--- config.mk ---
export PLATFORM = sky130hd
export DESIGN_NAME = ps2_keycode_tracker
export DESIGN_NICKNAME = d
export VERILOG_FILES = /design/src/rtl/ps2_keycode_tracker.sv
export SDC_FILE = /design/constraint.sdc
export NUM_CORES = 1
export LEC_CHECK = 0
export CORE_ASPECT_RATIO = 2
export CORE_MARGIN = 2
export CORE_UTILIZATION = 50
export DETAILED_ROUTE_END_ITERATION = 10
export GPL_TIMING_DRIVEN = 0
export PLACE_DENSITY = 0.72
export SLEW_MARGIN = 20
export SYNTH_ARGS = -nofsm -noshare
export SYNTH_HDL_FRONTEND = slang
export SYNTH_SLANG_ARGS = --single-unit
--- constraint.sdc ---
create_clock -name Clk -period 2.9 [get_ports Clk]
set_clock_uncertainty 0.05 [all_clocks]
set_input_delay 0.435 -clock Clk [delete_from_list [all_inputs] [get_ports Clk]]
set_output_delay 0.435 -clock Clk [all_outputs]
set_load 0.01 [all_outputs]
--- src/rtl/ps2_keycode_tracker.sv ---
// ps2_keycode_tracker
// -------------------
// Receives PS/2 Set-2 scan codes from a keyboard. It translates a fixed set of
// keys to USB HID usage codes and keeps up to four held keys in a 32-bit
// keycode bus. The bus format matches the USB keyboard path: one HID byte per
// slot, and 0x00 marks an empty slot.
//
// Ports:
//   Clk        system clock (50 MHz)
//   Reset      synchronous, active-low reset
//   PS2_CLK    keyboard clock, asynchronous, idle high
//   PS2_DATA   keyboard data, asynchronous, idle high
//   keycode    {slot3, slot2, slot1, slot0}, one HID byte per slot
//   key_event  one-cycle pulse in the first cycle a changed keycode is visible
//   frame_err  one-cycle pulse on a parity error, stop-bit error or timeout
//   state_dbg  current receive FSM state (0 = IDLE, 1 = DATA, 2 = PARITY,
//              3 = STOP)
//
// Timing, where E is the cycle that detects a synchronized PS2_CLK fall:
//   - PS2_DATA is sampled in E.
//   - byte_ready or frame_err is high in E+1.
//   - keycode and key_event change at the end of E+1, so they are visible
//     from E+2.
module ps2_keycode_tracker #(
    parameter int TIMEOUT_CYCLES = 50000,
    parameter int SYNC_STAGES    = 2
) (
    input  logic        Clk,
    input  logic        Reset,
    input  logic        PS2_CLK,
    input  logic        PS2_DATA,
    output logic [31:0] keycode,
    output logic        key_event,
    output logic        frame_err,
    output logic [1:0]  state_dbg
);

    localparam int TW = $clog2(TIMEOUT_CYCLES + 1);

    typedef enum logic [1:0] {
        IDLE   = 2'd0,
        DATA   = 2'd1,
        PARITY = 2'd2,
        STOP   = 2'd3
    } rx_state_t;

    // ------------------------------------------------------------------
    // Input synchronizers and falling-edge detect.
    // The synchronizer stages reset to 1 (the line idle level), so leaving
    // reset never produces a false falling edge.
    // ------------------------------------------------------------------
    logic [SYNC_STAGES-1:0] clk_sync;
    logic [SYNC_STAGES-1:0] data_sync;
    logic                   clk_prev;
    logic                   clk_s;
    logic                   data_s;
    logic                   fall_e;

    always_ff @(posedge Clk) begin
        if (!Reset) begin
            clk_sync  <= '1;
            data_sync <= '1;
            clk_prev  <= 1'b1;
        end else begin
            clk_sync[0]  <= PS2_CLK;
            data_sync[0] <= PS2_DATA;
            for (int i = 1; i < SYNC_STAGES; i++) begin
                clk_sync[i]  <= clk_sync[i-1];
                data_sync[i] <= data_sync[i-1];
            end
            clk_prev <= clk_s;
        end
    end

    assign clk_s  = clk_sync[SYNC_STAGES-1];
    assign data_s = data_sync[SYNC_STAGES-1];
    assign fall_e = clk_prev & ~clk_s;

    // ------------------------------------------------------------------
    // Receive FSM
    // ------------------------------------------------------------------
    rx_state_t       state, state_n;
    logic [2:0]      bit_cnt, bit_cnt_n;
    logic [7:0]      shift_q, shift_n;
    logic            par_q, par_n;
    logic [TW-1:0]   to_cnt, to_cnt_n;
    logic            byte_ready, byte_ready_n;
    logic            frame_err_n;
    logic            timeout_hit;

    always_ff @(posedge Clk) begin
        if (!Reset) begin
            state      <= IDLE;
            bit_cnt    <= 3'd0;
            shift_q    <= 8'd0;
            par_q      <= 1'b0;
            to_cnt     <= '0;
            byte_ready <= 1'b0;
            frame_err  <= 1'b0;
        end else begin
            state      <= state_n;
            bit_cnt    <= bit_cnt_n;
            shift_q    <= shift_n;
            par_q      <= par_n;
            to_cnt     <= to_cnt_n;
            byte_ready <= byte_ready_n;
            frame_err  <= frame_err_n;
        end
    end

    // A frame edge in the same cycle as the timeout takes priority, and the
    // counter clears.
    assign timeout_hit = (state != IDLE) && !fall_e && (to_cnt == TW'(TIMEOUT_CYCLES));

    always_comb begin
        state_n      = state;
        bit_cnt_n    = bit_cnt;
        shift_n      = shift_q;
        par_n        = par_q;
        to_cnt_n     = to_cnt + TW'(1);
        byte_ready_n = 1'b0;
        frame_err_n  = 1'b0;

        if (state == IDLE || fall_e) begin
            to_cnt_n = '0;
        end

        if (timeout_hit) begin
            state_n     = IDLE;
            frame_err_n = 1'b1;
            to_cnt_n    = '0;
        end else if (fall_e) begin
            case (state)
                IDLE: begin
                    // A high level at the first edge is a glitch, not a start bit.
                    if (!data_s) begin
                        state_n   = DATA;
                        bit_cnt_n = 3'd0;
                    end
                end
                DATA: begin
                    shift_n   = {data_s, shift_q[7:1]};
                    bit_cnt_n = bit_cnt + 3'd1;
                    if (bit_cnt == 3'd7) begin
                        state_n = PARITY;
                    end
                end
                PARITY: begin
                    par_n   = data_s;
                    state_n = STOP;
                end
                STOP: begin
                    if (data_s && (^{shift_q, par_q})) begin
                        byte_ready_n = 1'b1;
                    end else begin
                        frame_err_n = 1'b1;
                    end
                    state_n = IDLE;
                end
                default: state_n = IDLE;
            endcase
        end
    end

    assign state_dbg = state;

    // ------------------------------------------------------------------
    // Byte decode and key slots.
    // shift_q still holds the received byte in the byte_ready cycle. The
    // next frame cannot shift in new data until several edges later.
    // ------------------------------------------------------------------
    function automatic logic [7:0] to_hid(input logic ext, input logic [7:0] code);
        logic [7:0] hid;
        case ({ext, code})
            9'h05A:  hid = 8'h28;  // Enter
            9'h01D:  hid = 8'h1A;  // W
            9'h01C:  hid = 8'h04;  // A
            9'h01B:  hid = 8'h16;  // S
            9'h023:  hid = 8'h07;  // D
            9'h029:  hid = 8'h2C;  // Space
            9'h175:  hid = 8'h52;  // Up
            9'h172:  hid = 8'h51;  // Down
            9'h16B:  hid = 8'h50;  // Left
            9'h174:  hid = 8'h4F;  // Right
            default: hid = 8'h00;
        endcase
        return hid;
    endfunction

    logic        ext_q, ext_n;
    logic        brk_q, brk_n;
    logic [7:0]  hid;
    logic        present;
    logic        placed;
    logic [31:0] kc_n;

    assign hid = to_hid(ext_q, shift_q);

    always_comb begin
        present = 1'b0;
        for (int i = 0; i < 4; i++) begin
            if (keycode[i*8 +: 8] == hid) begin
                present = 1'b1;
            end
        end
    end

    always_comb begin
        kc_n   = keycode;
        ext_n  = ext_q;
        brk_n  = brk_q;
        placed = 1'b0;

        if (frame_err) begin
            ext_n = 1'b0;
            brk_n = 1'b0;
        end else if (byte_ready) begin
            if (shift_q == 8'hE0) begin
                ext_n = 1'b1;
            end else if (shift_q == 8'hF0) begin
                brk_n = 1'b1;
            end else begin
                ext_n = 1'b0;
                brk_n = 1'b0;
                if (hid != 8'h00) begin
                    if (brk_q) begin
                        // Release: empty every matching slot. The other slots
                        // keep their positions; there is no compaction.
                        for (int i = 0; i < 4; i++) begin
                            if (keycode[i*8 +: 8] == hid) begin
                                kc_n[i*8 +: 8] = 8'h00;
                            end
                        end
                    end else if (!present) begin
                        // Press: use the lowest free slot. When all four slots
                        // are full, the key is dropped.
                        for (int i = 0; i < 4; i++) begin
                            if (!placed && keycode[i*8 +: 8] == 8'h00) begin
                                kc_n[i*8 +: 8] = hid;
                                placed         = 1'b1;
                            end
                        end
                    end
                end
            end
        end
    end

    always_ff @(posedge Clk) begin
        if (!Reset) begin
            keycode   <= 32'd0;
            key_event <= 1'b0;
            ext_q     <= 1'b0;
            brk_q     <= 1'b0;
        end else begin
            keycode   <= kc_n;
            key_event <= (kc_n != keycode);
            ext_q     <= ext_n;
            brk_q     <= brk_n;
        end
    end

endmodule
==> reports/metrics.cfg <==
[sta]
maxSlewViolCount=0
finalWorstSetupSlack_ns=-0.0429
fmax_mhz=340
period_minus_slack_ns=2.94
relSlewSlack=0.503
finalHoldViolations=0
fin_tns_setup_ns=-0.507
rsz0062_at_grt=yes
tightestPinTransition_ns=0.739
finalSetupViolations=21
period_share=1.01

[cts]
cts_tree=done
h-tree-depth=3
cts-root-buf=clkbuf_16
cts_num_sinks=72
clock_latency_ns=0.34
clock_path_buffers=2
numCtsBuffers=9
cts_hold_buf=0
clkTransAtPathRegs_ns=0.06

[place]
placed_cells=629
hpwl_mm=9.21
gp_congestion=0.985
numPortBuffers=39

[yosys]
synth_top_area_frac=0.354
async_flop_share=0
synth_flop_cell=dfxtp_1
synth_most_common_cell=dfxtp_1
synth_top_cell_by_area=dfxtp_1
synth_fa_ha_area_frac=0.0246
syn-cell-area_um2=4070
netlist_top_cells_count=dfxtp_1, nand2_1, nor2_1
ys_warn_count=0
yosys-top-cells-area=dfxtp_1, nand2_1, xnor2_1, nor2_1, nand3_1
synth_xor_area_frac=0.0797
synth_top_family_by_area=simple AND/OR/NAND/NOR gates
synth_compound_area_frac=0.180
avgSynthCellArea_um2=8.23
syn-num-nets=506
synthSimpleGateAreaFrac=0.318
synth-seq-area-share=0.354
synth_seq_cells=72
yosys.cell_types.count=69
synth-edff-count=0
synth.area.mux_share=0.00769
synthCells=494

[critical_path]
endpoint_kind=flop
startpoint_type=flop
crit_slowest_cell=nor4_4
worstPathRequired_ns=3.13
path_cells=buf_6 -> nand4b_1 -> or3_4 -> buf_8 -> mux2i_4 -> a2111oi_4 -> nand4bb_1 -> o21ai_2 -> nor4_4 -> buf_6 -> nand3_4 -> o21ai_2
critPathArrivalTime_ns=3.17
cp_max_fo=7
slowest_delay_ns=0.50
path_class=flop to flop

[grt]
grt_usage=0.301
grt_pass1_wl_mm=20.3
grt_pass1_vias=4111
grt_start_max_net_pins=14
antenna_found_initial=0
grt.overflow.total=0

[power]
switching_share=0.216
internal-power_w=0.00167
max-vdd-ir-drop_v=0.000378
p_switching_w=0.000460
clkPwrFrac=0.517
power_leakage_nw=2.09
p_per_area_nw_per_um2=376
pwr-share-comb=0.018
sequentialPowerShare=0.465

[die]
dieArea_um2=8910
core_area_um2=7890
initial_core_util=0.516
die_x_um=67.8
die_height_um=132
io_pins=40
row_count=46

[cells_and_area]
drive_above_1_share=0.244
layout.cells.non_filler=682
antenna_cells=0
area_growth_pct=39.3
finalNetCount=593

[detailed_routing]
drt-total-wl_mm=14.2
num_vias=4373
dr.pass1.iters=8
detail-route-antenna-nets=0
remaining_drc_errors=0
vias_per_cell=6.41
avgRoutedWirePerCell_um=20.9
drt_iter0_drc=561

[run_status]
status=finished with violations
violations=setup timing

[min_path]
hp-class=flop to flop

[job]
max_cap_violations=0

cell usage in the layout, fill, tap and decap left out, drive strengths merged, types with 3 or more instances in the layout:
cell type	n
nor3	19
nand2b	11
and3	4
clkdlybuf4s50	39
clkbuf	21
xnor2	22
a31oi	5
clkinv	3
or3	4
nand3	29
a211oi	3
nand3b	4
and2	8
a21boi	17
nor2b	10
nor4b	3
xor2	15
a32oi	4
ha	8
nor2	52
nor3b	4
nor4	9
o21ai	22
a2111oi	4
nand4	11
nand2	54
a22o	7
o22ai	3
a22oi	4
buf	48
a21oi	11
inv	14
dfxtp	72
final cells by class:
| cell class | instances | area, µm² |
|---|---|---|
| multi-input combinational | 387 | 2900 |
| fill | 584 | 2220 |
| sequential | 72 | 1460 |
| timing repair buffer | 79 | 702 |
| clock buffer | 9 | 225 |
| buffer | 20 | 143 |
| tap | 96 | 120 |
| clock inverter | 7 | 70.1 |
| inverter | 12 | 45.0 |
final timing paths:
check	from	to	slack [ns]	cells after the start
setup / recovery	shift_q[7]	keycode[3]	-0.04	12
hold / removal	data_sync[0]	data_sync[1]	0.36	1
setup reg to reg	shift_q[7]	keycode[3]	-0.04	12
hold reg to reg	data_sync[0]	data_sync[1]	0.36	1
power groups by stage:
stage | clock network [W] | registers [W] | logic (W)
after global routing | 0.00114 | 0.000991 | 0.0000416
after floorplan | 0 | 0.00102 | 0.0000206
after global placement | 0 | 0.00102 | 0.0000336
final | 0.00110 | 0.000991 | 0.0000386
after CTS | 0.00111 | 0.000992 | 0.0000353
after detailed placement | 0 | 0.00102 | 0.0000342
metrics by stage:
step	hold WS [ns]	worst slack, ns	power [W]	utilization	cell area [µm²]
finish	0.360	-0.0429	0.00213	0.719	5670
global route	0.382	-0.178	0.00217	0.719	5670
CTS	0.365	0.00950	0.00214	0.663	5230
detailed placement	0.350	-0.594	0.00105	0.580	4580
global placement	0.341	-0.553	0.00105	0.580	4580
floorplan	0.336	0.114	0.00104	-	4070
flip-flops by register name (all words and copies together), names as in the netlist, 2 cells and up:
name and cells:
clk_sync 2, to_cnt 16, state_dbg 2, keycode 32, bit_cnt 3, data_sync 2
shift_q 8
metal layers:
layer,wire (µm),part of all wire,GRT usage
met3,926,0.065,0.0685
met1,4600,0.32,0.290
met2,7600,0.53,0.522
met4,1110,0.078,0.227
met5,0,0,0
worst max-delay path: cells and delay by family, from the launching register on:
kind | cells | cell delay (ns)
AOI/OAI and AO/OA | 3 | 0.31
DFF | 1 | 0.34
buffers and inverters | 3 | 0.48
and+or+nand+nor | 5 | 1.49
muxes | 1 | 0.20
logic make-up after synthesis:
group / after synthesis
compound gates: 101
xor+xnor: 37
fa+ha+maj: 8
buf+inv: 35
flops: 72
mux: 3
simple gates: 238
repair_timing:
item                                    CTS  global route
gates cloned                              0             3
gates resized for setup                  61            57
setup buffers                            13            24
endpoints found under the setup margin   29            29
pin swaps                                 9            27
(Power assumes the default switching activity.)
